<file path="src/rtl/fixed_point_seq_divider.sv">
// Sequential signed fixed-point divider: restoring division on operand magnitudes,
// one quotient bit per clock, then sign restore and clamping to the WIDTH-bit range.
module fixed_point_seq_divider #(
   parameter int WIDTH = 24,
   parameter int FRAC  = 8
) (
   input  logic             clk,
   input  logic             reset,
   input  logic             in_valid,
   output logic             in_ready,
   input  logic [WIDTH-1:0] dividend,
   input  logic [WIDTH-1:0] divisor,
   output logic             out_valid,
   input  logic             out_ready,
   output logic [WIDTH-1:0] quotient,
   output logic             div_by_zero,
   output logic             saturated
);

   localparam int N  = WIDTH + FRAC;
   localparam int CW = $clog2(N + 1);

   localparam logic [WIDTH:0]   ONE_M   = {{WIDTH{1'b0}}, 1'b1};
   localparam logic [N-1:0]     ONE_N   = {{(N-1){1'b0}}, 1'b1};
   localparam logic [N-1:0]     NEG_LIM = ONE_N << (WIDTH - 1);
   localparam logic [N-1:0]     POS_LIM = NEG_LIM - ONE_N;
   localparam logic [WIDTH-1:0] MAX_Q   = {1'b0, {(WIDTH-1){1'b1}}};
   localparam logic [WIDTH-1:0] MIN_Q   = {1'b1, {(WIDTH-1){1'b0}}};

   typedef enum logic [1:0] {
      IDLE   = 2'd0,
      DIVIDE = 2'd1,
      DONE   = 2'd2
   } state_t;

   state_t           state_q;
   logic [N-1:0]     nq_q;
   logic [WIDTH:0]   rem_q;
   logic [WIDTH:0]   dvs_q;
   logic [CW-1:0]    cnt_q;
   logic             neg_q;
   logic [WIDTH-1:0] quot_q;
   logic             dbz_q;
   logic             sat_q;

   logic [WIDTH:0]   dvd_mag_s;
   logic [WIDTH:0]   dvs_mag_s;
   logic [WIDTH:0]   trial_s;
   logic [WIDTH:0]   rem_d;
   logic             bit_s;
   logic [N-1:0]     nq_d;
   logic [WIDTH-1:0] res_d;
   logic             sat_d;

   // nq_q shifts numerator bits out at the top while quotient bits enter at the bottom
   always_comb begin
      dvd_mag_s = {dividend[WIDTH-1], dividend};
      dvs_mag_s = {divisor[WIDTH-1], divisor};
      if (dividend[WIDTH-1]) begin
         dvd_mag_s = ~{dividend[WIDTH-1], dividend} + ONE_M;
      end else begin
         dvd_mag_s = {dividend[WIDTH-1], dividend};
      end
      if (divisor[WIDTH-1]) begin
         dvs_mag_s = ~{divisor[WIDTH-1], divisor} + ONE_M;
      end else begin
         dvs_mag_s = {divisor[WIDTH-1], divisor};
      end

      trial_s = (rem_q << 1) | {{WIDTH{1'b0}}, nq_q[N-1]};
      if (trial_s >= dvs_q) begin
         bit_s = 1'b1;
         rem_d = trial_s - dvs_q;
      end else begin
         bit_s = 1'b0;
         rem_d = trial_s;
      end
      nq_d = {nq_q[N-2:0], bit_s};

      // nq_d is the full magnitude only on the last iteration, which is the only time res_d is used
      res_d = WIDTH'(nq_d);
      sat_d = 1'b0;
      if (neg_q) begin
         if (nq_d > NEG_LIM) begin
            res_d = MIN_Q;
            sat_d = 1'b1;
         end else begin
            res_d = WIDTH'(~nq_d + ONE_N);
            sat_d = 1'b0;
         end
      end else begin
         if (nq_d > POS_LIM) begin
            res_d = MAX_Q;
            sat_d = 1'b1;
         end else begin
            res_d = WIDTH'(nq_d);
            sat_d = 1'b0;
         end
      end
   end

   // Control FSM and all datapath/result registers
   always_ff @(posedge clk or posedge reset) begin
      if (reset) begin
         state_q <= IDLE;
         nq_q    <= '0;
         rem_q   <= '0;
         dvs_q   <= '0;
         cnt_q   <= '0;
         neg_q   <= 1'b0;
         quot_q  <= '0;
         dbz_q   <= 1'b0;
         sat_q   <= 1'b0;
      end else begin
         case (state_q)
            IDLE: begin
               if (in_valid) begin
                  if (dvs_mag_s == '0) begin
                     state_q <= DONE;
                     quot_q  <= dividend[WIDTH-1] ? MIN_Q : MAX_Q;
                     dbz_q   <= 1'b1;
                     sat_q   <= 1'b1;
                  end else begin
                     state_q <= DIVIDE;
                     nq_q    <= N'(dvd_mag_s) << FRAC;
                     rem_q   <= '0;
                     dvs_q   <= dvs_mag_s;
                     neg_q   <= dividend[WIDTH-1] ^ divisor[WIDTH-1];
                     cnt_q   <= CW'(N - 1);
                  end
               end
            end
            DIVIDE: begin
               nq_q  <= nq_d;
               rem_q <= rem_d;
               cnt_q <= cnt_q - CW'(1);
               if (cnt_q == '0) begin
                  state_q <= DONE;
                  quot_q  <= res_d;
                  dbz_q   <= 1'b0;
                  sat_q   <= sat_d;
               end
            end
            DONE: begin
               if (out_ready) begin
                  state_q <= IDLE;
               end
            end
            default: begin
               state_q <= IDLE;
            end
         endcase
      end
   end

   assign in_ready    = (state_q == IDLE);
   assign out_valid   = (state_q == DONE);
   assign quotient    = quot_q;
   assign div_by_zero = dbz_q;
   assign saturated   = sat_q;

endmodule

</file>
<file path="config.mk">
export PLATFORM = sky130hd
export DESIGN_NAME = fixed_point_seq_divider
export DESIGN_NICKNAME = d
export VERILOG_FILES = /design/src/rtl/fixed_point_seq_divider.sv
export SDC_FILE = /design/constraint.sdc
export NUM_CORES = 1
export LEC_CHECK = 0
export CORE_AREA = 2 2 144 104
export DETAILED_ROUTE_END_ITERATION = 12
export DIE_AREA = 0 0 146 106
export PLACE_DENSITY = 0.82
export REMOVE_ABC_BUFFERS = 1
export SLEW_MARGIN = 0
export SYNTH_ARGS = -nofsm -noshare
export SYNTH_HDL_FRONTEND = slang
export SYNTH_SLANG_ARGS = --single-unit
</file>
<file path="constraint.sdc">
create_clock -name clk -period 6.75 [get_ports clk]
set_input_delay 0.675 -clock clk [delete_from_list [all_inputs] [get_ports clk]]
set_output_delay 0.675 -clock clk [all_outputs]
set_load 0.01 [all_outputs]
</file>
# Yosys cells after proc, flatten, opt, wreduce, memory -nomap -nowiden
# Cells that the tools add are included.
[classes] add_sub_neg=5 mul=0 n_div=0 magnitude_cmp=3 eq_ne=7 shift=0 n_mux=35 bitwise_logic=6 n_reduce_logical=8
[ops] operator="$mux W24" count=11
[ops] operator="$pmux W24 S2" count=2
[ops] operator="$mux W32" count=2
[ops] operator="$pmux W32 S2" count=1
[ops] operator="$add A24 B1 Y24 const B" count=2
[ops] operator="$not A24 Y24" count=2
[ops] operator="$gt A32 B23 Y1 const B" count=1
[ops] operator="$gt A32 B24 Y1 const B" count=1
[ops] operator="$add A25 B1 Y25 const B" count=1
[ops] operator="$ge A25 B25 Y1" count=1
[ops] operator="$logic_not A25 Y1" count=1
[ops] operator="$mux W25" count=1
[ops] operator="$not A25 Y25" count=1
[ops] operator="$or A25 B1 Y25" count=1
[ops] operator="$sub A24 B24 Y24" count=1
[ops] operator="$mux W6" count=2
[ops] operator="$pmux W6 S2" count=1
[ops] operator="$reduce_and A3 Y1" count=3
[ops] operator="$mux W1" count=8
[ops] operator="$mux W2" count=4
[ops] operator="$logic_not A6 Y1" count=1
[ops] operator="$ne A2 B2 Y1 const B" count=3
[ops] operator="$pmux W2 S3" count=1
[ops] operator="$sub A6 B1 Y6 const B" count=1
[ops] operator="9 further kinds" count=11
[word_totals] ff_bits=116 latch_bits=0 ramBits=0 rom_bits=0 out_inout_bits=28 wordCells=73 n_memories=0

# Longest topological paths before layout
# Gate-level depths: netlist of run 1.
[depth] depth_word=9 ltp_mapped=22 mapped_depth_nobuf=19

# Worst setup path before layout of run 1
# Ideal clock, no wire load.
[synth_path] path_type="register to register" from="reg rem_q[5]" to="reg quot_q[11], in the netlist quotient[11]" arrival_ns=4.442 t_required_ns=6.674 slack_ns=2.231 path_stages_with_launch=21 n_path_buf=3 period_less_slack_ns=4.519 path_cell_list="dfrtp_1 ha_1 a21oi_1 o21ai_0 and2_1 o31ai_1 a211oi_1 or2_2 clkbuf_1 inv_1 clkbuf_1 ha_1 nand2b_1 or4_1 nor4_1 a21oi_1 clkbuf_1 or4_1 o21ai_0 a211oi_1 o21ai_1"
[synth_via] elab_chain_cells=9 elab_cells_between_ends=12 classes_between="add/sub (1); order compare (3); mux (6); bitwise (2)"
[synth_rtl] item="start: declaration" line_no="38" source="logic [WIDTH:0] rem_q;"
[synth_rtl] item="start signal: assignment" line_no="135" source="rem_q <= rem_d;"
[synth_rtl] item="$or A25 B1 Y25 (*)" line_no="70" source="trial_s = (rem_q << 1) | {{WIDTH{1'b0}}, nq_q[N-1]};"
[synth_rtl] item="$ge A25 B25 Y1 (*)" line_no="71" source="if (trial_s >= dvs_q) begin"
[synth_rtl] item="$mux W1 (*)" line_no="71"
[synth_rtl] item="$not A24 Y24" line_no="88" source="res_d = WIDTH'(~nq_d + ONE_N);"
[synth_rtl] item="$add A24 B1 Y24" line_no="88"
[synth_rtl] item="$mux W24" line_no="84" source="if (nq_d > NEG_LIM) begin"
[synth_rtl] item="$mux W24 (*)" line_no="83" source="if (neg_q) begin"
[synth_rtl] item="$mux W24 (*)" line_no="137" source="if (cnt_q == '0) begin"
[synth_rtl] item="$pmux W24 S2 (*)" line_no="115" source="case (state_q)"
[synth_rtl] item="end signal: assignment" line_no="120" source="quot_q <= dividend[WIDTH-1] ? MIN_Q : MAX_Q;"
[synth_rtl] item="end signal: assignment" line_no="139" source="quot_q <= res_d;"
[synth_rtl] item="end: declaration" line_no="42" source="logic [WIDTH-1:0] quot_q;"
# Every way passes the cells marked *; elsewhere a longest branch is shown, timed or not. The select of a mux whose other input is x is not followed.
# A chain may end at the register's enable or synchronous reset.

# Final worst setup path of run 1
[layout_path] from="reg rem_q[5]" to="reg quot_q[14], in the netlist quotient[14]"
# Same word-level chain as after synthesis.

==> impl_metrics.py, run 1 <==
metrics = {
    "setup_path": {
        "path_class": "register to register",
        "crit_arrival_ns": 5.63,
        "required_ns": 7.11,
        "crit_path_start_kind": "register",
        "worstPathMaxFanout": 31,
        "worst_setup_path_end_kind": "register",
    },
    "cts": {
        "cts_tree": "done",
        "clkLatencyLatePin_ns": 0.41,
        "cts_resized": 0,
        "clockRootBuffer": "clkbuf_16",
        "h-tree-depth": 4,
        "clock_sinks": 116,
        "path_clk_slew_ns": 0.06,
        "clockBufferDepth": 2,
        "cts_made_buffers": 17,
        "postCtsSetupRepairBufs": 0,
        "holdBufCountCts": 0,
    },
    "grt": {
        "grt_pass1_vias": 7100,
        "grt_pass1_wl_um": 36400,
        "grt_overflow": 0,
        "antenna_found_initial": 0,
        "grtUsageTotal_pct": 28.8,
        "grt_max_degree": 65,
    },
    "final_layout": {
        "finalCoreUtilization_pct": 68.7,
        "area_delta_synth_final_pct": 17.7,
        "drive_gt1_share_pct": 8.48,
        "layout.nets": 1108,
        "diodes": 0,
    },
    "sta": {
        "worstMarginPinSlew_ns": 0.984,
        "drv_slew": 0,
        "tns_ns": 0,
        "finalCritPeriodShare_pct": 78.1,
        "rsz0062_at_grt": "false",
        "min_period_ns": 5.27,
        "finalHoldViolCount": 0,
        "slew_headroom_pct": 34.2,
        "setup-violations-final": 0,
        "fmax_mhz": 190,
        "finClkSkew_ns": 0.00715,
    },
    "synthesis": {
        "synthFlopType": "dfrtp_1",
        "ys_seq_area_share_pct": 34.9,
        "yosysUniqueCellTypes": 78,
        "async_flop_share_pct": 100,
        "yosys_warnings": 0,
        "synth_edf_count": 0,
        "synth_seq_cells": 116,
        "netlist_area_mm2": 0.00831,
        "ys_top_cells_by_count": "dfrtp_1 (116), nand2_1 (108), o21ai_0 (67)",
        "synth_most_common_cell": "dfrtp_1",
        "yosysTopAreaCellShare_pct": 34.9,
        "yosys.area.top_type": "dfrtp_1",
        "syn_inst": 972,
        "avgSynthCellArea_um2": 8.55,
        "yosys-top-cells-area": "dfrtp_1 (35%), nand2_1 (4.9%), ha_1 (4.5%)",
    },
    "floorplan": {
        "num_rows": 37,
        "die_w_um": 146,
        "ios": 80,
        "core_mm2": 0.0143,
        "die_h_um": 106,
        "dieArea_mm2": 0.0155,
        "start_util_pct": 58.3,
    },
    "route": {
        "drcViolationCount": 0,
        "finalWirelength_um": 22000,
        "wl_met2_um": 9440,
        "dr_wl_met3_um": 2060,
        "routed_via_density": 6.26,
        "drt_pass1_iterations": 5,
        "wl_per_cell_um": 17.8,
        "wl_met1_um": 10200,
        "ant_nets": 0,
        "drt_iter0_drc": 734,
        "vias": 7718,
        "highest_layer": "met4",
    },
    "power_and_ir_drop": {
        "total_switching_power_w": 0.00218,
        "finalPower_w": 0.00492,
        "p_clk_share_pct": 18.7,
        "p_leak_nw": 4.19,
        "p_sw_share_pct": 44.4,
        "p_per_area_mw_per_mm2": 502,
        "p_seq_share_pct": 26.7,
        "p_comb_share_pct": 54.6,
        "p_int_w": 0.00274,
        "ir_drop_mv": 0.231,
    },
    "placement": {
        "portBuffers": 79,
        "place_hpwl_um": 15400,
        "gp_congestion": 0.949,
    },
    "hold_path": {
        "hp-class": "register to register",
    },
    "status": {
        "status": "finished clean",
    },
    "flow_run": {
        "maxCapViolCount": 0,
    },
}
critical path, stage by stage (launching register included):
cell      delay (ns)
dfrtp_1         0.41
ha_1            0.38
a21oi_1         0.21
o21ai_0         0.13
and2_1          0.18
o31ai_1         0.50
a211oi_1        0.23
or2_2           0.59
inv_1           0.16
ha_1            0.20
nand2b_1        0.10
or4_1           0.44
nor4_1          0.24
a21oi_1         0.12
buf_4           0.20
nor2_2          0.51
o311ai_0        0.25
a211oi_1        0.25
a21o_1          0.10
power by group through the flow:
stage / Clock (W) / Combinational, W / Sequential, W
detailed placement: 0 / 0.00261 / 0.00130
finish: 0.000918 / 0.00269 / 0.00131
CTS: 0.000924 / 0.00264 / 0.00130
global placement: 0 / 0.00255 / 0.00129
floorplan: 0 / 0.00184 / 0.00125
global route: 0.000956 / 0.00297 / 0.00135
layout by cell type (no fill, tap or decap), drive strengths merged, types with 10 or more instances in the layout:
cell / instances
nand2: 108
ha: 30
inv: 54
mux2: 17
a21o: 20
clkbuf: 18
o21ai: 95
buf: 13
nor2b: 13
dfrtp: 116
nand4: 12
xnor2: 29
nor2: 67
a211oi: 15
o31ai: 24
o41ai: 10
nor4: 15
a21oi: 44
nand2b: 11
or4: 13
nor3: 27
a22o: 18
xor2: 31
or3: 14
clkdlybuf4s50: 79
a221oi: 10
cell families after synthesis:
family / after synthesis / share of synthesized area (%)
xor gates and xnor gates: 60 / 6.32
muxes: 23 / 3.66
DFF: 116 / 34.9
AOI/OAI and AO/OA: 308 / 25.1
buffers and inverters: 112 / 5.84
and+or+nand+nor: 322 / 19.4
adders and majority gates: 31 / 4.76
state kept, by name, indices dropped and copies added (netlist names), 2 cells and up:
register / count
cnt_q: 6
dvs_q: 25
nq_q: 32
quotient: 24
rem_q: 24
state_q: 2
through the flow:
stage | setup WS (ns) | hold slack [ns] | cell area, µm² | cells
final | 1.48 | 0.476 | 9790 | 1233
after global routing | 1.19 | 0.510 | 9790 | 1233
after CTS | 1.69 | 0.482 | 9790 | 1233
after detailed placement | 1.62 | 0.469 | 9190 | 1201
after global placement | 1.85 | 0.461 | 9190 | 1201
after floorplan | 1.54 | 0.462 | 8030 | 914
worst paths after layout:
path,from,endpoint,slack [ns],depth (start not counted)
min in group asynchronous,reset,cnt_q[3]$_DFFE_PP0P_,0.77,2
worst min-delay path,quotient[0]$_DFFE_PP0P_,quotient[0]$_DFFE_PP0P_,0.48,1
worst min register to register,quotient[0]$_DFFE_PP0P_,quotient[0]$_DFFE_PP0P_,0.48,1
worst max register to register,rem_q[5]$_DFFE_PP0P_,quotient[14]$_DFFE_PP0P_,1.48,18
max in group asynchronous,reset,nq_q[28]$_DFFE_PP0P_,4.81,3
worst max-delay path,rem_q[5]$_DFFE_PP0P_,quotient[14]$_DFFE_PP0P_,1.48,18
layer usage:
metal,up-vias,global-route usage [%]
met5,-,0
met4,0,6.73
met3,31,5.88
met2,359,42.2
met1,3672,43.8
li1,3656,-
final cells by class:
cell class                 instances  area, µm²
fill                            1167       4470
timing repair buffer              92        888
multi-input combinational        744       4950
sequential                       116       2900
inverter                          54        205
clock inverter                    14        161
clock buffer                      18        439
tap                              195        244
No activity file was read; power rests on OpenSTA's default activity.
==> inputs of run 2 (changes only) <==
--- a/config.mk
+++ b/config.mk
@@ -5,10 +5,10 @@
 export SDC_FILE = /design/constraint.sdc
 export NUM_CORES = 1
 export LEC_CHECK = 0
-export CORE_AREA = 2 2 144 104
+export CORE_AREA = 2 2 145 105
 export DETAILED_ROUTE_END_ITERATION = 12
-export DIE_AREA = 0 0 146 106
-export PLACE_DENSITY = 0.82
+export DIE_AREA = 0 0 147 107
+export PLACE_DENSITY = 0.81
 export REMOVE_ABC_BUFFERS = 1
 export SLEW_MARGIN = 0
 export SYNTH_ARGS = -nofsm -noshare
==> constraint.sdc (replaced) <==
create_clock -name clk -period 5 [get_ports clk]
set_input_delay 0.5 -clock clk [delete_from_list [all_inputs] [get_ports clk]]
set_output_delay 0.5 -clock clk [all_outputs]
set_load 0.01 [all_outputs]
==> run 2 against run 1 <==
Die area rose by 1.6%. Via count rose by 1.4%. Sequential power rose by 34%. Critical path depth rose by 1. Highest routed layer unchanged. Largest power group unchanged. Sequential cell count did not move.
==> impl_metrics.py, run 2 (synthesis results as in run 1) <==
metrics = {
    "status": {
        "status": "finished clean",
    },
    "setup_path": {
        "r2r_cells": 19,
        "crit_arrival_ns": 4.99,
        "path_class": "register to register",
        "worstPathMaxFanout": 16,
        "crit_path_start_kind": "register",
        "required_ns": 5.36,
        "worst_setup_path_end_kind": "register",
    },
    "final_layout": {
        "fin_area_mm2": 0.00981,
        "reg_top3": "nq_q: 32 flops, dvs_q: 25 flops",
        "final_common_cell": "dfrtp_1",
        "regArea_mm2": 0.00290,
        "multi_input_area_mm2": 0.00495,
        "final_cell_mix": "dfrtp_1 (116), nand2_1 (108), clkdlybuf4s50_1 (79), o21ai_0 (67), nor2_1 (64)",
        "area_delta_synth_final_pct": 18.0,
        "drive_gt1_share_pct": 9.08,
        "diodes": 0,
        "fillers": 1162,
        "layout.nets": 1116,
        "largest-register": "nq_q",
        "largest_reg_flops": 32,
    },
    "grt": {
        "grt_pass1_vias": 7134,
        "grt_max_degree": 80,
        "grt_pass1_wl_um": 36800,
        "grt_overflow": 0,
        "grtUsageTotal_pct": 29.1,
        "antenna_found_initial": 0,
    },
    "placement": {
        "portBuffers": 79,
        "place_hpwl_um": 15900,
        "gp_congestion": 0.974,
        "place_area_mm2": 0.00926,
    },
    "sta": {
        "drv_slew": 0,
        "fmax_mhz": 216,
        "rsz0062_at_grt": "false",
        "slew_headroom_pct": 28.9,
        "worstMarginPinSlew_ns": 1.06,
        "finClkSkew_ns": 0.00627,
        "finalHoldViolCount": 0,
        "finalCritPeriodShare_pct": 92.7,
        "setup-violations-final": 0,
        "tns_ns": 0,
        "min_period_ns": 4.64,
    },
    "route": {
        "finalWirelength_um": 22400,
        "wl_per_cell_um": 18.0,
        "dr_wl_met3_um": 2110,
        "ant_nets": 0,
        "drt_iter0_drc": 761,
        "highest_layer": "met4",
        "wl_met1_um": 10500,
        "routed_via_density": 6.30,
        "vias": 7823,
        "drcViolationCount": 0,
        "wl_met2_um": 9580,
        "drt_pass1_iterations": 6,
    },
    "power_and_ir_drop": {
        "p_leak_nw": 4.21,
        "ir_drop_mv": 0.368,
        "p_per_area_mw_per_mm2": 670,
    },
    "floorplan": {
        "num_rows": 37,
        "ios": 80,
        "dieArea_mm2": 0.0157,
        "die_w_um": 147,
        "start_util_pct": 57.9,
        "core_mm2": 0.0144,
        "die_h_um": 107,
    },
    "hold_path": {
        "hp-class": "register to register",
        "whs_path_depth": 1,
    },
    "flow_run": {
        "maxCapViolCount": 0,
    },
    "cts": {
        "holdBufCountCts": 0,
        "clockRootBuffer": "clkbuf_16",
        "postCtsSetupRepairBufs": 0,
        "clock_sinks": 116,
        "cts_made_buffers": 17,
        "cts_resized": 0,
        "h-tree-depth": 4,
        "cts_tree": "done",
        "path_clk_slew_ns": 0.06,
        "clockBufferDepth": 2,
        "clkLatencyLatePin_ns": 0.42,
    },
}
run 2: report_power, final:
group,internal [W],switching (W),leakage [nW]
combinational,0.00158,0.00211,2.50
clock,0.000680,0.000443,0.268
sequential,0.00136,0.000399,1.43
total,0.00362,0.00295,4.21
run 2: per-stage QoR:
step	worst slack (ns)	hold WS [ns]	power [W]	utilization [%]	instances
final	0.363	0.474	0.00657	68.4	1241
after global routing	0.0673	0.506	0.00705	68.4	1241
after CTS	0.305	0.477	0.00652	68.3	1241
after detailed placement	0.373	0.465	0.00535	64.5	1209
after global placement	0.544	0.463	0.00526	64.5	1209
after floorplan	-0.0393	0.462	0.00417	-	914
run 2: metal layers:
layer | GRT usage (%) | vias to the layer above
met5 | 0 | -
met4 | 6.87 | 0
met3 | 6.55 | 20
met2 | 42.1 | 354
met1 | 44.2 | 3750
li1 | - | 3699
run 2: final timing paths:
path / from / to / slack [ns]
max: rem_q[5]$_DFFE_PP0P_ / quotient[17]$_DFFE_PP0P_ / 0.36
min: saturated$_DFFE_PP0P_ / saturated$_DFFE_PP0P_ / 0.47
max reg2reg: rem_q[5]$_DFFE_PP0P_ / quotient[17]$_DFFE_PP0P_ / 0.36
min reg2reg: saturated$_DFFE_PP0P_ / saturated$_DFFE_PP0P_ / 0.47
max in group asynchronous: reset / cnt_q[0]$_DFFE_PP0P_ / 3.22
min in group asynchronous: reset / state_q[0]$_DFFE_PP0P_ / 0.67
run 2: critical path: stages (launching register included):
cell and delay (ns):
dfrtp_1 0.40, ha_1 0.37, a21oi_1 0.23, o21ai_0 0.13
and2_1 0.19, o31ai_2 0.38, a211oi_1 0.19, or2_2 0.33
inv_1 0.08, ha_1 0.18, nand2b_1 0.09, or4_1 0.47
nor4_1 0.25, a21oi_1 0.15, buf_4 0.22, nor2_2 0.29
buf_4 0.23, nor2_1 0.04, o21ai_0 0.18, a32o_1 0.18
run 2: layout make-up:
| class | count | share of cell area (%) |
|---|---|---|
| Multi-Input combinational cell | 744 | 50.5 |
| Sequential cell | 116 | 29.6 |
| Timing Repair Buffer | 100 | 9.80 |
| Clock buffer | 23 | 4.97 |
| Tap cell | 195 | 2.49 |
| Inverter | 54 | 2.09 |
| Clock inverter | 9 | 0.548 |
==> inputs of run 3 (changes only) <==
--- a/config.mk
+++ b/config.mk
@@ -10,7 +10,6 @@
 export DIE_AREA = 0 0 147 107
 export PLACE_DENSITY = 0.81
 export REMOVE_ABC_BUFFERS = 1
-export SLEW_MARGIN = 0
 export SYNTH_ARGS = -nofsm -noshare
 export SYNTH_HDL_FRONTEND = slang
 export SYNTH_SLANG_ARGS = --single-unit
==> results of run 3 <==
Final layout, timing and power as in run 2 (identical DEF).
==> RTL edit: new RTL, flow settings as in run 2 <==
Re-encode `state_t` (3 states) as one-hot, 3 bits wide.
--- a/src/rtl/fixed_point_seq_divider.sv
+++ b/src/rtl/fixed_point_seq_divider.sv
@@ -29,6 +29,6 @@
 
-   typedef enum logic [1:0] {
-      IDLE   = 2'd0,
-      DIVIDE = 2'd1,
-      DONE   = 2'd2
+   typedef enum logic [2:0] {
+      IDLE   = 3'b001,
+      DIVIDE = 3'b010,
+      DONE   = 3'b100
    } state_t;
Formal check against the unedited RTL: same outputs for any inputs over 10 cycles, from zero or initial values and one cycle with reset high; not proved beyond that.
==> RTL edit against run 2 <==
- sequential cell count up 1
- largest cell class unchanged
- count of clock-buffer cells in the layout down 4
- synthesized area down 1.7%
- routed wire length down 1.1%
- highest routed layer unchanged
- worst setup slack better by 0.054 ns
- final area down 1.2%
- critical path depth up 1
- power down 19%
- global-route usage down 0.11 points
- die area unchanged
- first-iteration DRC count up 14%
==> RTL edit: results (changes against run 2) <==
* Sequential element share of the synthesized area at 35.8% (was 34.9%)
* Port Buffers at 79 (unchanged)
* Final Wtd Congestion at 0.940 (was 0.974)
* First-pass DRT Iterations at 6 (unchanged)
* DR vias at 7872 (was 7823)
* GRT Total Usage at 29.0% (was 29.1%)
* Max Buffers Root-to-Sink at 2 (unchanged)
* Clock Tree Root: clkbuf_16 (unchanged)
* Cells after Synth at 1003 (was 972)
* CTS Buf Count at 17 (unchanged)
* WL/cell at 17.6 um (was 18.0 um)
* VDD IR max at 0.000368 V (about the same)
* Antenna violations before repair at 0 (unchanged)
* Ys Warns at 0 (unchanged)
* Final HPWL DP at 15.1 mm (was 15.9 mm)
* Clk_skew at 0.0121 ns (was 0.00627 ns)
* H-tree depth at 4 (unchanged)
* Synth unique cells at 72 (was 78)
* Fin nets at 1134 (was 1116)
* Ratio of cells with drive above 1 in the final layout at 6.58% (was 9.08%)
* Worst hold path class: register to register (unchanged)
* Post-Layout Cell Count at 1259 (was 1241)
* Post-synth top cells: 129 x nand2_1, 116 x dfrtp_1, 105 x o21ai_0 (was 116 x dfrtp_1, 108 x nand2_1, 67 x o21ai_0)
* Compound-Gate Fraction of Synth Area at 24.9% (was 25.1%)
* First-pass GRT wire length at 36.8 mm (about the same)
* Post-Synth Adder-Cell Area at 4.84% (was 4.76%)
* Placed cell count at 1227 (was 1209)
* Status: finished, final reports clean (unchanged)
* Fill count at 1132 (was 1162)
* Async S/R FF share, synth at 100% (unchanged)
* Vias in the first global route at 7203 (was 7134)
* N_diodes at 0 (unchanged)
* CTS-repair resized insts at 0 (unchanged)
* Initial DRC count at 869 (was 761)
* Worst Path Max Fanout at 10 (was 16)
* WP data arrival at 4.94 ns (was 4.99 ns)
* Largest registers: nq_q x32, dvs_q x25 (unchanged)
* Post-Synth XOR/XNOR Area at 6.65% (was 6.32%)
* Mux cell area share after synthesis at 1.26% (was 3.66%)
* Area contributors post-synth: dfrtp_1 36%, o21ai_0 6.4%, nand2_1 5.9% (was dfrtp_1 35%, nand2_1 4.9%, ha_1 4.5%)
* Leak at 0.00403 uW (was 0.00421 uW)
* Tightest Pin Transition at 1.11 ns (was 1.06 ns)
* Pin count of the biggest net entering global routing at 70 (was 80)
* CTS Hold Bufs at 0 (unchanged)
* Worst-Skew Late Latency at 0.42 ns (about the same)
[RTL edit: cells by family (layout without fill, tap and decap cells)]
group	count (synthesis)	in the layout
compound gates	314	314
flops	117	117
xor+xnor	62	62
fa+ha+maj	31	31
mux	10	10
buf+inv	110	171
simple gates	359	359
[RTL edit: routing by layer]
layer / wire length (um) / global-route usage (%) / up-vias
li1: - / - / 3748
met1: 10600 / 44.9 / 3711
met2: 9330 / 41.2 / 379
met3: 1880 / 5.70 / 34
met4: 290 / 7.76 / 0
met5: 0 / 0 / -
[RTL edit: layout make-up]
type / instances / share of cell area, %
Sequential cell: 117 / 30.2
Clock buffer: 19 / 4.67
Tap cell: 195 / 2.52
Timing Repair Buffer: 96 / 9.47
Clock inverter: 13 / 1.78
Inverter: 43 / 1.69
Multi-Input combinational cell: 776 / 49.6
[RTL edit: critical path, cell delays in order (launching register included)]
cell       delay [ns]
dfrtp_1          0.40
ha_1             0.38
a21o_1           0.21
a21oi_1          0.25
a2111oi_0        0.21
o31ai_1          0.36
a21oi_1          0.18
nand2_1          0.09
nand2_1          0.06
inv_1            0.08
ha_1             0.18
nand2b_1         0.14
nor4_1           0.32
nand4_1          0.23
o31ai_2          0.27
buf_4            0.23
nand2_1          0.12
o311ai_0         0.35
o21ai_0          0.14
a21oi_1          0.20
a21o_1           0.12
[RTL edit: power by group]
part	internal [uW]	leakage (uW)	switching [uW]
Sequential	1230	0.00148	292
Combinational	952	0.00225	1590
Clock	815	0.000292	464
[RTL edit: stage by stage]
stage / total power (uW) / hold WS, ns / setup WS (ns) / area, um2
2_1_floorplan: 3230 / 0.436 / -0.434 / 7890
3_3_place_gp: 3890 / 0.458 / 0.602 / 9060
3_5_place_dp: 3960 / 0.458 / 0.423 / 9060
4_1_cts: 5280 / 0.471 / 0.327 / 9690
5_1_grt: 5700 / 0.499 / 0.0122 / 9690
6_report: 5340 / 0.472 / 0.417 / 9690
[RTL edit: worst paths after layout]
kind | startpoint | to | slack [ns] | cells past startpoint
max | rem_q[2]$_DFFE_PP0P_ | quotient[12]$_DFFE_PP0P_ | 0.42 | 20
min in group asynchronous | reset | quotient[4]$_DFFE_PP0P_ | 0.63 | 2
min reg2reg | quotient[1]$_DFFE_PP0P_ | quotient[1]$_DFFE_PP0P_ | 0.47 | 2
max reg2reg | rem_q[2]$_DFFE_PP0P_ | quotient[12]$_DFFE_PP0P_ | 0.42 | 20
max in group asynchronous | reset | rem_q[3]$_DFFE_PP0P_ | 3.20 | 3
min | quotient[1]$_DFFE_PP0P_ | quotient[1]$_DFFE_PP0P_ | 0.47 | 2
